<file path="src/rtl/x4_spi_master.sv">
// Byte-wide SPI master (mode 0) that turns one write/read request into a 16-bit frame to the X4.
// Optional build macro X4_SPI_LATE_SAMPLE_EN moves MISO sampling to the falling SCLK edge.
module x4_spi_master #(
    parameter int CLK_DIV    = 4,
    parameter int CS_SETUP   = 4,
    parameter int CS_HOLD    = 4,
    parameter int GAP_CYCLES = 8
) (
    input  logic       clk_100m,
    input  logic       rst,
    input  logic       write_spi_en,
    input  logic [7:0] write_spi_addr,
    input  logic [7:0] write_spi_data,
    output logic       write_spi_done,
    input  logic       read_spi_en,
    input  logic [7:0] read_spi_addr,
    output logic [7:0] read_spi_data,
    output logic       read_spi_done,
    output logic       spi_busy,
    output logic       spi_csn,
    output logic       spi_sclk,
    output logic       spi_mosi,
    input  logic       spi_miso
);
    localparam int MAX_WAIT = (CS_SETUP > CS_HOLD)
                            ? ((CS_SETUP > GAP_CYCLES) ? CS_SETUP : GAP_CYCLES)
                            : ((CS_HOLD > GAP_CYCLES) ? CS_HOLD : GAP_CYCLES);
    localparam int CNT_W = $clog2(MAX_WAIT + 1);
    localparam int DIV_W = $clog2(CLK_DIV);
    localparam logic [CNT_W-1:0] SETUP_LAST = CNT_W'(CS_SETUP - 1);
    localparam logic [CNT_W-1:0] HOLD_LAST  = CNT_W'(CS_HOLD - 1);
    localparam logic [CNT_W-1:0] GAP_LAST   = CNT_W'(GAP_CYCLES - 1);
    localparam logic [DIV_W-1:0] DIV_LAST   = DIV_W'(CLK_DIV - 1);

    typedef enum logic [2:0] {
        S_IDLE, S_SETUP, S_SHIFT, S_HOLD, S_DONE, S_GAP
    } state_t;

    state_t           r_state;
    logic [CNT_W-1:0] r_cnt;
    logic [DIV_W-1:0] r_div;
    logic             r_phase;     // 0: SCLK low half of a bit, 1: high half
    logic [3:0]       r_bit_cnt;
    logic [14:0]      r_tx;        // frame bits still to be presented on MOSI
    logic [7:0]       r_rx;
    logic             r_rw;
    logic             r_csn, r_sclk, r_mosi, r_busy, r_wdone, r_rdone;
    logic [7:0]       r_rdata;

    logic [15:0] w_frame_write, w_frame_read;
    logic        w_rise, w_fall, w_sample, w_unused;

    // Address bit 7 carries no meaning on the X4 side; the frame uses bit 15 for rw.
    assign w_frame_write = {1'b0, write_spi_addr[6:0], write_spi_data};
    assign w_frame_read  = {1'b1, read_spi_addr[6:0], 8'h00};
    assign w_unused      = write_spi_addr[7] ^ read_spi_addr[7];

    assign w_rise = (r_state == S_SHIFT) && !r_phase && (r_div == DIV_LAST);
    assign w_fall = (r_state == S_SHIFT) &&  r_phase && (r_div == DIV_LAST);

`ifdef X4_SPI_LATE_SAMPLE_EN
    assign w_sample = w_fall;
`else
    assign w_sample = w_rise;
`endif

    always_ff @(posedge clk_100m) begin
        if (rst) begin
            r_state   <= S_IDLE;
            r_cnt     <= '0;
            r_div     <= '0;
            r_phase   <= 1'b0;
            r_bit_cnt <= 4'd0;
            r_tx      <= '0;
            r_rx      <= 8'h00;
            r_rw      <= 1'b0;
            r_csn     <= 1'b1;
            r_sclk    <= 1'b0;
            r_mosi    <= 1'b0;
            r_busy    <= 1'b0;
            r_wdone   <= 1'b0;
            r_rdone   <= 1'b0;
            r_rdata   <= 8'h00;
        end else begin
            r_wdone <= 1'b0;
            r_rdone <= 1'b0;
            if (w_sample && r_rw)
                r_rx <= {r_rx[6:0], spi_miso};

            case (r_state)
                S_IDLE: begin
                    // Write has priority; a concurrent read stays pending on its level enable.
                    if (write_spi_en) begin
                        r_rw    <= 1'b0;
                        r_tx    <= w_frame_write[14:0];
                        r_mosi  <= w_frame_write[15];
                        r_csn   <= 1'b0;
                        r_busy  <= 1'b1;
                        r_cnt   <= '0;
                        r_state <= S_SETUP;
                    end else if (read_spi_en) begin
                        r_rw    <= 1'b1;
                        r_tx    <= w_frame_read[14:0];
                        r_mosi  <= w_frame_read[15];
                        r_csn   <= 1'b0;
                        r_busy  <= 1'b1;
                        r_cnt   <= '0;
                        r_state <= S_SETUP;
                    end
                end
                S_SETUP: begin
                    if (r_cnt == SETUP_LAST) begin
                        r_cnt     <= '0;
                        r_div     <= '0;
                        r_phase   <= 1'b0;
                        r_bit_cnt <= 4'd0;
                        r_state   <= S_SHIFT;
                    end else begin
                        r_cnt <= r_cnt + CNT_W'(1);
                    end
                end
                S_SHIFT: begin
                    if (w_rise) begin
                        r_div   <= '0;
                        r_phase <= 1'b1;
                        r_sclk  <= 1'b1;
                    end else if (w_fall) begin
                        r_div     <= '0;
                        r_phase   <= 1'b0;
                        r_sclk    <= 1'b0;
                        r_bit_cnt <= r_bit_cnt + 4'd1;
                        if (r_bit_cnt == 4'd15) begin
                            r_mosi  <= 1'b0;
                            r_cnt   <= '0;
                            r_state <= S_HOLD;
                        end else begin
                            r_mosi <= r_tx[14];
                            r_tx   <= {r_tx[13:0], 1'b0};
                        end
                    end else begin
                        r_div <= r_div + DIV_W'(1);
                    end
                end
                S_HOLD: begin
                    if (r_cnt == HOLD_LAST) begin
                        r_csn   <= 1'b1;
                        r_state <= S_DONE;
                        if (r_rw) begin
                            r_rdone <= 1'b1;
                            r_rdata <= r_rx;
                        end else begin
                            r_wdone <= 1'b1;
                        end
                    end else begin
                        r_cnt <= r_cnt + CNT_W'(1);
                    end
                end
                S_DONE: begin
                    r_cnt   <= '0;
                    r_state <= S_GAP;
                end
                S_GAP: begin
                    if (r_cnt == GAP_LAST) begin
                        r_busy  <= 1'b0;
                        r_state <= S_IDLE;
                    end else begin
                        r_cnt <= r_cnt + CNT_W'(1);
                    end
                end
                default: r_state <= S_IDLE;
            endcase
        end
    end

    assign write_spi_done = r_wdone;
    assign read_spi_done  = r_rdone;
    assign read_spi_data  = r_rdata;
    assign spi_busy       = r_busy;
    assign spi_csn        = r_csn;
    assign spi_sclk       = r_sclk;
    assign spi_mosi       = r_mosi;
endmodule

</file>
<file path="config.mk">
export PLATFORM = sky130hd
export DESIGN_NAME = x4_spi_master
export DESIGN_NICKNAME = d
export VERILOG_FILES = /design/src/rtl/x4_spi_master.sv
export SDC_FILE = /design/constraint.sdc
export NUM_CORES = 1
export LEC_CHECK = 0
export CAP_MARGIN = 15
export CORE_ASPECT_RATIO = 1.4
export CORE_MARGIN = 5
export CORE_UTILIZATION = 47
export DETAILED_ROUTE_END_ITERATION = 12
export HOLD_SLACK_MARGIN = 0.12
export PLACE_DENSITY_LB_ADDON = 0.2
export SYNTH_ARGS = -nofsm -noshare
export SYNTH_HDL_FRONTEND = slang
export SYNTH_SLANG_ARGS = --single-unit
</file>
<file path="constraint.sdc">
create_clock -name clk_100m -period 1.9 [get_ports clk_100m]
set_clock_uncertainty 0.2 [all_clocks]
set_input_delay 0.38 -clock clk_100m [delete_from_list [all_inputs] [get_ports clk_100m]]
set_output_delay 0.38 -clock clk_100m [all_outputs]
set_load 0.1 [all_outputs]
</file>
==> results of run 1 <==
==> power by group through the flow <==
stage	sequential [W]	combinational [W]	clock (W)
final	0.00115	0.000310	0.000775
after global routing	0.00116	0.000337	0.000830
after CTS	0.00115	0.000303	0.000792
after detailed placement	0.00118	0.000299	0
after global placement	0.00117	0.000295	0
after floorplan	0.00121	0.000131	0
==> path summary, 6_finish.rpt <==
check,cells after the start,end,start
worst max register to register,5,r_cnt[0]$_SDFFE_PP0P_,r_cnt[0]$_SDFFE_PP0P_
worst max-delay path,5,r_cnt[0]$_SDFFE_PP0P_,r_cnt[0]$_SDFFE_PP0P_
worst min-delay path,2,r_tx[13]$_SDFFE_PP0P_,r_tx[13]$_SDFFE_PP0P_
worst min register to register,2,r_tx[13]$_SDFFE_PP0P_,r_tx[13]$_SDFFE_PP0P_
==> through the flow <==
step | hold WS, ns | total power [W]
after floorplan | 0.250 | 0.00134
after global placement | 0.262 | 0.00147
after detailed placement | 0.269 | 0.00147
after CTS | 0.282 | 0.00225
after global routing | 0.296 | 0.00232
final | 0.284 | 0.00224
==> cell usage after synthesis, types with 2 or more instances <==
library cell / count
a211oi_1: 4
xnor2_1: 3
nand3_1: 17
nor2_1: 23
mux2i_1: 24
or3_1: 2
ha_1: 3
nor2b_1: 4
a21oi_1: 25
buf_4: 2
nand2_1: 23
clkbuf_1: 9
inv_1: 2
or4_1: 2
nor3b_1: 2
and3_1: 3
dfxtp_1: 52
o2111ai_1: 7
a22o_1: 2
buf_6: 2
a21boi_1: 2
buf_2: 7
o21ai_0: 14
a31oi_1: 2
nor3_1: 5
a311oi_1: 8
==> layout make-up <==
type                    instances  area, um2  share of cell area
flip-flops and latches         52       1050               0.301
well taps                      66       82.6              0.0238
multi-input cells             200       1350               0.389
repair buffers                 79        871               0.251
inverters                       3       11.3             0.00324
clock buffers                   6       72.6              0.0209
clock inverters                 2       38.8              0.0112
==> logic make-up (layout without fill, tap and decap cells) <==
logic type / Yosys count / after routing / synth area share
compound gates: 76 / 76 / 0.208
xor+xnor: 3 / 3 / 0.0106
fa+ha+maj: 3 / 3 / 0.0152
buf+inv: 24 / 90 / 0.0490
flops: 52 / 52 / 0.420
mux: 25 / 25 / 0.102
simple gates: 93 / 93 / 0.195
==> timing repair <==
action / in CTS / in global routing
hold buffers: 0 / 0
pin swaps: 0 / 2
setup endpoints to repair: 10 / 18
resized for setup: 4 / 11
buffers inserted: 0 / 2
cloned: 0 / 0
==> routing by layer <==
| layer | wire length (um) | GRT usage |
|---|---|---|
| met4 | 123 | 0.0658 |
| met5 | 0 | 0 |
| met1 | 2440 | 0.196 |
| met3 | 227 | 0.0293 |
| met2 | 3020 | 0.331 |
==> flip-flops by register name, indices dropped and copies added, names as in the netlist <==
name,count
write_spi_done,1
r_rw,1
read_spi_done,1
r_phase,1
r_state,3
read_spi_data,8
spi_busy,1
spi_csn,1
r_rx,8
spi_mosi,1
r_cnt,4
r_tx,15
spi_sclk,1
r_div,2
r_bit_cnt,4
==> worst max-delay path, cell delays in order (launching register included) <==
cell	delay (ns)
dfxtp_2	0.33
ha_2	0.18
and4bb_2	0.27
o21a_1	0.20
o31a_1	0.27
mux2_2	0.27
==> results.md, run 1 <==
* Leakage power at 1.46 nW
* Post-synth EDFFs at 0
* R2R Setup Slk at 0.08 ns
* Clock share of power at 0.346
* Slew Limit Fails at 0
* RSZ-0062 raised after global routing: false
* Row count at 31
* Fill count at 436
* CP Data Required Time at 1.91 ns
* Initial core utilization at 0.480
* H-tree levels at 2
* F_max at 548 MHz
* Syn Area/Cell at 8.97 um2
* Async set-reset flop share out of synthesis at 0
* Sequential fraction of the synthesis area at 0.420
* Int Pwr at 0.00168 W
* Max Cap Viol at 0
* Gate power share at 0.139
* Drt pass-1 iters at 4
* Worst VDD drop at 0.419 mV
* Sequential power share at 0.515
* CTS tree: built
* CP Capture Type: flip-flop
* Detailed placer's ending HPWL at 4240 um
* Area delta synth->final at 40.3%
* Final std cells w/o fill at 408
* DRT antenna net count at 0
* Final Hold Vio Count at 0
* Max Fanout on Critical Path at 4
* Core area at 5160 um2
* Cell area after synthesis at 2480 um2
* DRT iter0 DRCs at 111
* Final Instance Area at 3470 um2
* Wire per inst at 14.3 um
* Die ar. at 6840 um2
* Run status: complete, no violations
* DRC at 0
* Post-layout min period at 1.82 ns
* Syn Nets at 308
* Clk buf depth at 2
* Synth Flop Type: dfxtp_1
* Synth Warn # at 0
* Yosys reg bits at 52
* Antenna diode count at 0
* First-pass GRT wire length at 9720 um
* Unique cell type count in the Yosys netlist at 53
* CTS clock-pin slew for the worst setup and hold paths at 0.10 ns
* Die Ht at 95.9 um
* Pwr dens at 644 nW/um2
* Finish-stage setup viols at 0
* Vias/cell at 5.60
* Gpl congestion at 0.817
* Total track usage at 0.176
* Synth area leaders: dfxtp_1 42%, mux2i_1 9.7%, a21oi_1 5.1%
* Final Util at 0.674
* Total negative slack at 0 ns
* Num ports at 43
* Initial antenna violation count at 0
* Biggest area consumer among synthesized cells: dfxtp_1
* Tightest Pin Transition at 0.354 ns
* Crit path DAT at 1.83 ns
* Detailed-route via count at 2,283
* Final WS setup at 0.0757 ns
* Fin nets at 373
* Sw frac at 0.250
* Post-synth top area share at 0.420
* Post-Place Worst Slack at -0.226 ns
* Commonest non-fill, non-tap cell in the layout: dfxtp_1
* Fraction of layout cells with a size suffix above 1 at 0.240
* Largest net degree at the start of global routing at 29
* Grt total ovfl at 0
* Port buffer count at 40
* Cell count after synthesis at 276
* Most frequent cells in the layout: 48 x dfxtp_1, 36 x buf_4, 26 x clkdlybuf4s50_1
* Net Sw Power at 0.000559 W
* Worst-Skew Late Latency at 0.31 ns
* DRT Wirelength at 5820 um
* Die W at 71.3 um
* Placed cell areas at 3290 um2
* Vias in the first global route at 2,235
* Relative slew slack at 0.761
* Clock sinks at 52
* Final period util at 0.960
* Crit path kind: flip-flop to flip-flop
* Dpl cells at 398
* CTS buffer count at 5
* Clk root buf: clkbuf_8
* Worst Hold Class: flip-flop to flip-flop
* Startpoint Class: flip-flop
Note: power is estimated with default switching activity, not from simulation.
==> run 2: changes to the inputs <==
--- a/config.mk
+++ b/config.mk
@@ -7,7 +7,7 @@
 export LEC_CHECK = 0
 export CAP_MARGIN = 15
 export CORE_ASPECT_RATIO = 1.4
-export CORE_MARGIN = 5
+export CORE_MARGIN = 2
 export CORE_UTILIZATION = 47
 export DETAILED_ROUTE_END_ITERATION = 12
 export HOLD_SLACK_MARGIN = 0.12
==> run 2 against run 1 <==
Global-route usage grew 3.7 points. Sequential share of layout area grew 0.37 points. Critical path depth grew 1. Register-to-register slack lost 0.03 ns. Clock power grew 0.6%. Final cell count shrank 0.74%.
==> results.md, run 2 (synthesized netlist as in run 1, its figures left out) <==
* # Post-CTS Setup Buffers at 0 (unchanged)
* Run status: complete, no violations (unchanged)
* Commonest non-fill, non-tap cell in the layout: dfxtp_1 (unchanged)
* Leakage power at 1.44 nW (was 1.46 nW)
* Worst-Skew Late Latency at 0.31 ns (about the same)
* Critical R2R Launch: r_cnt[0]$_SDFFE_PP0P_ (unchanged)
* Grt total ovfl at 0 (unchanged)
* Wire per inst at 14.3 um (about the same)
* Crit path DAT at 1.85 ns (was 1.83 ns)
* Vias/cell at 5.63 (was 5.60)
* Final Hold Vio Count at 0 (unchanged)
* Initial core utilization at 0.484 (was 0.480)
* Largest net degree at the start of global routing at 26 (was 29)
* Tot Pwr at 0.00224 W (about the same)
* Final std cells w/o fill at 405 (was 408)
* Critical path depth at 6 (was 5)
* WP buf/inv at 1 (was 0)
* Critical path cell sequence: ha_2, buf_4, nor4b_1, nand2_1, a31oi_1, nor2_1 (was ha_2, and4bb_2, o21a_1, o31a_1, mux2_2)
* Slowest stage cell, crit path: nor4b_1 (was dfxtp_2)
* Finish-stage setup viols at 0 (unchanged)
* Crit path kind: flip-flop to flip-flop (unchanged)
* Critical path startpoint: r_cnt[0]$_SDFFE_PP0P_ (unchanged)
* CP endpoint: r_div[0]$_SDFFE_PP0P_ (was r_cnt[0]$_SDFFE_PP0P_)
* Final period util at 0.975 (was 0.960)
* Gpl congestion at 0.832 (was 0.817)
* Drt pass-1 iters at 4 (unchanged)
* Num ports at 43 (unchanged)
* DRC at 0 (unchanged)
* Max FFs per register at 15 (unchanged)
* Die ar. at 5870 um2 (was 6840 um2)
* Antenna diode count at 0 (unchanged)
* Startpoint Class: flip-flop (unchanged)
* F_max at 540 MHz (was 548 MHz)
* CP Capture Type: flip-flop (unchanged)
* Total negative slack at 0 ns (unchanged)
* Core area at 5120 um2 (was 5160 um2)
* CTS buffer count at 5 (unchanged)
* Biggest register: r_tx (unchanged)
* Tightest Pin Transition at 0.497 ns (was 0.354 ns)
* Clock sinks at 52 (unchanged)
* Max Cap Viol at 0 (unchanged)
* Area delta synth->final at 38.5% (was 40.3%)
* Worst Hold Class: flip-flop to flip-flop (unchanged)
* Detailed placer's ending HPWL at 4190 um (was 4240 um)
* Min-delay src: r_tx[1]$_SDFFE_PP0P_ (was r_tx[13]$_SDFFE_PP0P_)
* First-pass GRT wire length at 10,000 um (was 9720 um)
* Max Fanout on Critical Path at 6 (was 4)
* Initial antenna violation count at 0 (unchanged)
* Pwr dens at 654 nW/um2 (was 644 nW/um2)
* Slew Limit Fails at 0 (unchanged)
* Worst VDD drop at 0.451 mV (was 0.419 mV)
* CP Data Required Time at 1.90 ns (was 1.91 ns)
* Worst Reg2Reg Path Length in Cells at 6 (was 5)
* Post-layout min period at 1.85 ns (was 1.82 ns)
* Total track usage at 0.213 (was 0.176)
* H-tree levels at 2 (unchanged)
* Port buffer count at 40 (unchanged)
* Dpl cells at 397 (was 398)
* CTS clock-pin slew for the worst setup and hold paths at 0.10 ns (about the same)
* Row count at 31 (unchanged)
* CP delay by family, top: simple AND/OR/NAND/NOR gates (was compound AO/OA/AOI/OAI gates)
* R2R Setup Slk at 0.05 ns (was 0.08 ns)
* Die Ht at 89.9 um (was 95.9 um)
* Clk buf depth at 2 (unchanged)
* Relative slew slack at 0.664 (was 0.761)
* Clk root buf: clkbuf_8 (unchanged)
* Vias in the first global route at 2,194 (was 2,235)
* FF-to-FF End: r_div[0]$_SDFFE_PP0P_ (was r_cnt[0]$_SDFFE_PP0P_)
* DRT Wirelength at 5800 um (was 5820 um)
* Die W at 65.3 um (was 71.3 um)
* Critical Path Max Stage Delay at 0.43 ns (was 0.33 ns)
* Detailed-route via count at 2,280 (was 2,283)
* DRT iter0 DRCs at 129 (was 111)
* Fin nets at 370 (was 373)
* DRT antenna net count at 0 (unchanged)
* Fraction of layout cells with a size suffix above 1 at 0.227 (was 0.240)
* Most frequent cells in the layout: 49 x dfxtp_1, 33 x buf_4, 26 x clkdlybuf4s50_1 (was 48 x dfxtp_1, 36 x buf_4, 26 x clkdlybuf4s50_1)
* CTS tree: built (unchanged)
run 2: through the flow:
| step | setup slack, ns | util | hold slack (ns) | area (um2) |
|---|---|---|---|---|
| 2_1_floorplan | 0.0184 | - | 0.250 | 2480 |
| 6_report | 0.0483 | 0.670 | 0.285 | 3430 |
| 4_1_cts | 0.0116 | 0.664 | 0.285 | 3400 |
| 5_1_grt | -0.0996 | 0.670 | 0.299 | 3430 |
| 3_5_place_dp | -0.197 | 0.641 | 0.269 | 3280 |
| 3_3_place_gp | -0.195 | 0.641 | 0.259 | 3280 |
run 2: per-layer routing:
metal | vias up | part of all wire | GRT usage
li1 | 1137 | - | -
met1 | 1080 | 0.44 | 0.266
met2 | 52 | 0.51 | 0.360
met3 | 11 | 0.032 | 0.0338
met4 | 0 | 0.022 | 0.0816
met5 | - | 0 | 0
run 2: worst min-delay path: stages, from the launching register on:
cell and delay [ns]:
dfxtp_1 0.32, nand2_1 0.05, a311oi_1 0.07
run 2: layout make-up:
| type | count | area [um2] |
|---|---|---|
| multi-input combinational | 200 | 1340 |
| sequential | 52 | 1040 |
| fill | 448 | 1690 |
| tap | 66 | 82.6 |
| inverter | 3 | 11.3 |
| timing repair buffer | 76 | 840 |
| clock buffer | 6 | 72.6 |
| clock inverter | 2 | 38.8 |
run 2: power by group:
part | internal [W] | switching, W | total (W)
clock network | 0.000399 | 0.000381 | 0.000780
registers | 0.00113 | 0.0000264 | 0.00115
logic | 0.000152 | 0.000159 | 0.000311
total | 0.00168 | 0.000566 | 0.00224
run 2: what timing repair did:
item / in CTS / in global routing
hold buffers: 0 / 0
pin swaps: 0 / 2
setup endpoints to repair: 9 / 30
gates resized for setup: 3 / 9
gates cloned: 0 / 0
run 2: how the worst min path moves through the flow:
stage                                       end  slack [ns]  depth (start not counted)
final                      r_tx[2]$_SDFFE_PP0P_        0.28                          2
after CTS                 r_div[1]$_SDFFE_PP0P_        0.29                          2
after global routing      r_div[1]$_SDFFE_PP0P_        0.30                          2
after floorplan            r_tx[0]$_SDFFE_PP0P_        0.25                          2
after detailed placement   r_tx[9]$_SDFFE_PP0P_        0.27                          2
after global placement    r_div[1]$_SDFFE_PP0P_        0.26                          2
==> run 3: changes to the inputs <==
--- a/config.mk
+++ b/config.mk
@@ -6,9 +6,11 @@
 export NUM_CORES = 1
 export LEC_CHECK = 0
 export CAP_MARGIN = 15
+export CELL_PAD_IN_SITES_DETAIL_PLACEMENT = 1
+export CELL_PAD_IN_SITES_GLOBAL_PLACEMENT = 2
 export CORE_ASPECT_RATIO = 1.4
 export CORE_MARGIN = 2
-export CORE_UTILIZATION = 47
+export CORE_UTILIZATION = 29
 export DETAILED_ROUTE_END_ITERATION = 12
 export HOLD_SLACK_MARGIN = 0.12
 export PLACE_DENSITY_LB_ADDON = 0.2
==> run 3 against run 2 <==
Routed wire length is 23% higher. Final cell count up 11%. Flip-flop and latch count stayed put. Utilization fell by 23 points. Total power is 7.0% higher. Sequential power is essentially flat. Clock-buffer cell count is 1 lower. Combinational power hardly changed. Maximum frequency increased by 1.1%. Register-to-register slack gained 0.02 ns. Sequential share of layout area fell by 1.7 points. Critical path depth did not move. Largest power group unchanged.
==> results.md, run 3 (synthesized netlist as in run 1, its figures left out) <==
* Run status: complete, no violations (unchanged)
* Post-layout min period at 1.83 ns (was 1.85 ns)
* H-tree levels at 2 (unchanged)
* Sequential power share at 0.480 (was 0.514)
* Initial antenna violation count at 0 (unchanged)
* WP buf/inv at 1 (unchanged)
* CP Data Required Time at 1.94 ns (was 1.90 ns)
* Clk root buf: clkbuf_16 (was clkbuf_8)
* Wire per inst at 15.9 um (was 14.3 um)
* Hold-fix buffers at CTS at 0 (unchanged)
* Area delta synth->final at 47.2% (was 38.5%)
* Drt pass-1 iters at 4 (unchanged)
* Final period util at 0.964 (was 0.975)
* Fin nets at 378 (was 370)
* DRT antenna net count at 0 (unchanged)
* Biggest register: r_tx (unchanged)
* Crit path kind: flip-flop to flip-flop (unchanged)
* Final Util at 0.442 (was 0.670)
* Vias/cell at 5.16 (was 5.63)
* Relative slew slack at 0.549 (was 0.664)
* Most frequent cells in the layout: 45 x dfxtp_1, 38 x buf_4, 26 x clkdlybuf4s50_1 (was 49 x dfxtp_1, 33 x buf_4, 26 x clkdlybuf4s50_1)
* Slowest stage cell, crit path: or4_1 (was nor4b_1)
* Clk buf depth at 2 (unchanged)
* Gpl congestion at 0.827 (was 0.832)
* Crit path DAT at 1.87 ns (was 1.85 ns)
* CTS buffer count at 5 (unchanged)
* Final Hold Vio Count at 0 (unchanged)
* Clock share of power at 0.389 (was 0.348)
* CTS clock-pin slew for the worst setup and hold paths at 0.07 ns (was 0.10 ns)
* Pwr dens at 658 nW/um2 (was 654 nW/um2)
* Commonest non-fill, non-tap cell in the layout: dfxtp_1 (unchanged)
* Row count at 39 (was 31)
* Critical Path Max Stage Delay at 0.48 ns (was 0.43 ns)
* Fraction of layout cells with a size suffix above 1 at 0.265 (was 0.227)
* Slew Limit Fails at 0 (unchanged)
* Post-Place Worst Slack at -0.250 ns (was -0.197 ns)
* Grt total ovfl at 0 (unchanged)
* CTS tree: built (unchanged)
* Max Fanout on Critical Path at 5 (was 6)
* Initial core utilization at 0.300 (was 0.484)
* Port buffer count at 40 (unchanged)
* F_max at 546 MHz (was 540 MHz)
* Max FFs per register at 15 (unchanged)
* Sw frac at 0.262 (was 0.253)
* Gate power share at 0.131 (was 0.139)
* Antenna diode count at 0 (unchanged)
* Worst Hold Class: flip-flop to flip-flop (unchanged)
* Critical path cell sequence: ha_4, and3_4, buf_4, a22oi_4, or4_1, a21boi_1 (was ha_2, buf_4, nor4b_1, nand2_1, a31oi_1, nor2_1)
* Die W at 82.1 um (was 65.3 um)
* Die Ht at 113 um (was 89.9 um)
* Max Cap Viol at 0 (unchanged)
* Core area at 8250 um2 (was 5120 um2)
* Hold WS at 0.283 ns (was 0.285 ns)
* Largest net degree at the start of global routing at 40 (was 26)
* Num ports at 43 (unchanged)
* DRC at 0 (unchanged)
* Worst VDD drop at 0.440 mV (was 0.451 mV)
* CP delay by family, top: simple AND/OR/NAND/NOR gates (unchanged)
* Startpoint Class: flip-flop (unchanged)
* DRT Wirelength at 7150 um (was 5800 um)
* Vias in the first global route at 2,445 (was 2,194)
* Finish-stage setup viols at 0 (unchanged)
* Final WS setup at 0.0686 ns (was 0.0483 ns)
* DRT iter0 DRCs at 66 (was 129)
* Detailed-route via count at 2,315 (was 2,280)
* Clock sinks at 52 (unchanged)
* Die ar. at 9300 um2 (was 5870 um2)
* Leakage power at 1.51 nW (was 1.44 nW)
* Total negative slack at 0 ns (unchanged)
* CP Capture Type: flip-flop (unchanged)
* Worst-Skew Late Latency at 0.30 ns (was 0.31 ns)
* Total track usage at 0.167 (was 0.213)
* First-pass GRT wire length at 12,100 um (was 10,000 um)
* Detailed placer's ending HPWL at 4960 um (was 4190 um)
* Net Sw Power at 0.000629 W (was 0.000566 W)
* Tightest Pin Transition at 0.676 ns (was 0.497 ns)
* Int Pwr at 0.00177 W (was 0.00168 W)
==> run 3: through the flow <==
stage / std cells / total power, W / area (um2)
2_1_floorplan: 276 / 0.00134 / 2480
3_3_place_gp: 434 / 0.00148 / 3360
3_5_place_dp: 434 / 0.00148 / 3360
4_1_cts: 443 / 0.00244 / 3560
5_1_grt: 449 / 0.00251 / 3640
6_report: 449 / 0.00240 / 3640
==> run 3: worst paths after layout <==
path	start	end	slack, ns	cells after the start
max reg2reg	r_div[0]$_SDFFE_PP0P_	r_bit_cnt[3]$_SDFFE_PP0P_	0.07	6
max	r_div[0]$_SDFFE_PP0P_	r_bit_cnt[3]$_SDFFE_PP0P_	0.07	6
min	r_tx[6]$_SDFFE_PP0P_	r_tx[7]$_SDFFE_PP0P_	0.28	2
min reg2reg	r_tx[6]$_SDFFE_PP0P_	r_tx[7]$_SDFFE_PP0P_	0.28	2
==> run 3: worst reg2reg max path, delay by kind of cell, from the launching register on <==
kind                     cells  cell delay (ns)
adder cells (fa/ha/maj)      1             0.16
buffers and inverters        1             0.12
AND/OR/NAND/NOR              2             0.69
flip-flops                   1             0.36
AO/OA/AOI/OAI                2             0.24
==> run 3: timing repair <==
action                                  in CTS  in global routing
endpoints found under the setup margin      21                 25
gates resized for setup                      9                 13
setup buffers                                1                  6
pin swaps                                    2                  2
==> run 3: layout make-up <==
class                           count  area (um2)
Inverter                            3        11.3
Clock inverter                      3        22.5
Tap cell                          102         128
Timing Repair Buffer               84         937
Multi-Input combinational cell    200        1370
Fill cell                         929        4600
Sequential cell                    52        1050
Clock buffer                        5         125
==> run 3: metal layers <==
metal / vias to the layer above / track usage / part of all wire
li1: 1151 / - / -
met1: 1121 / 0.198 / 0.43
met2: 33 / 0.292 / 0.53
met3: 10 / 0.0327 / 0.027
met4: 0 / 0.0589 / 0.021
met5: - / 0 / 0
==> run 3: power by group through the flow <==
stage	Clock, W	Combinational (W)	Sequential (W)
3_5_place_dp	0	0.000306	0.00118
5_1_grt	0.00101	0.000342	0.00116
6_report	0.000934	0.000314	0.00115
2_1_floorplan	0	0.000131	0.00121
4_1_cts	0.000971	0.000315	0.00115
3_3_place_gp	0	0.000301	0.00117
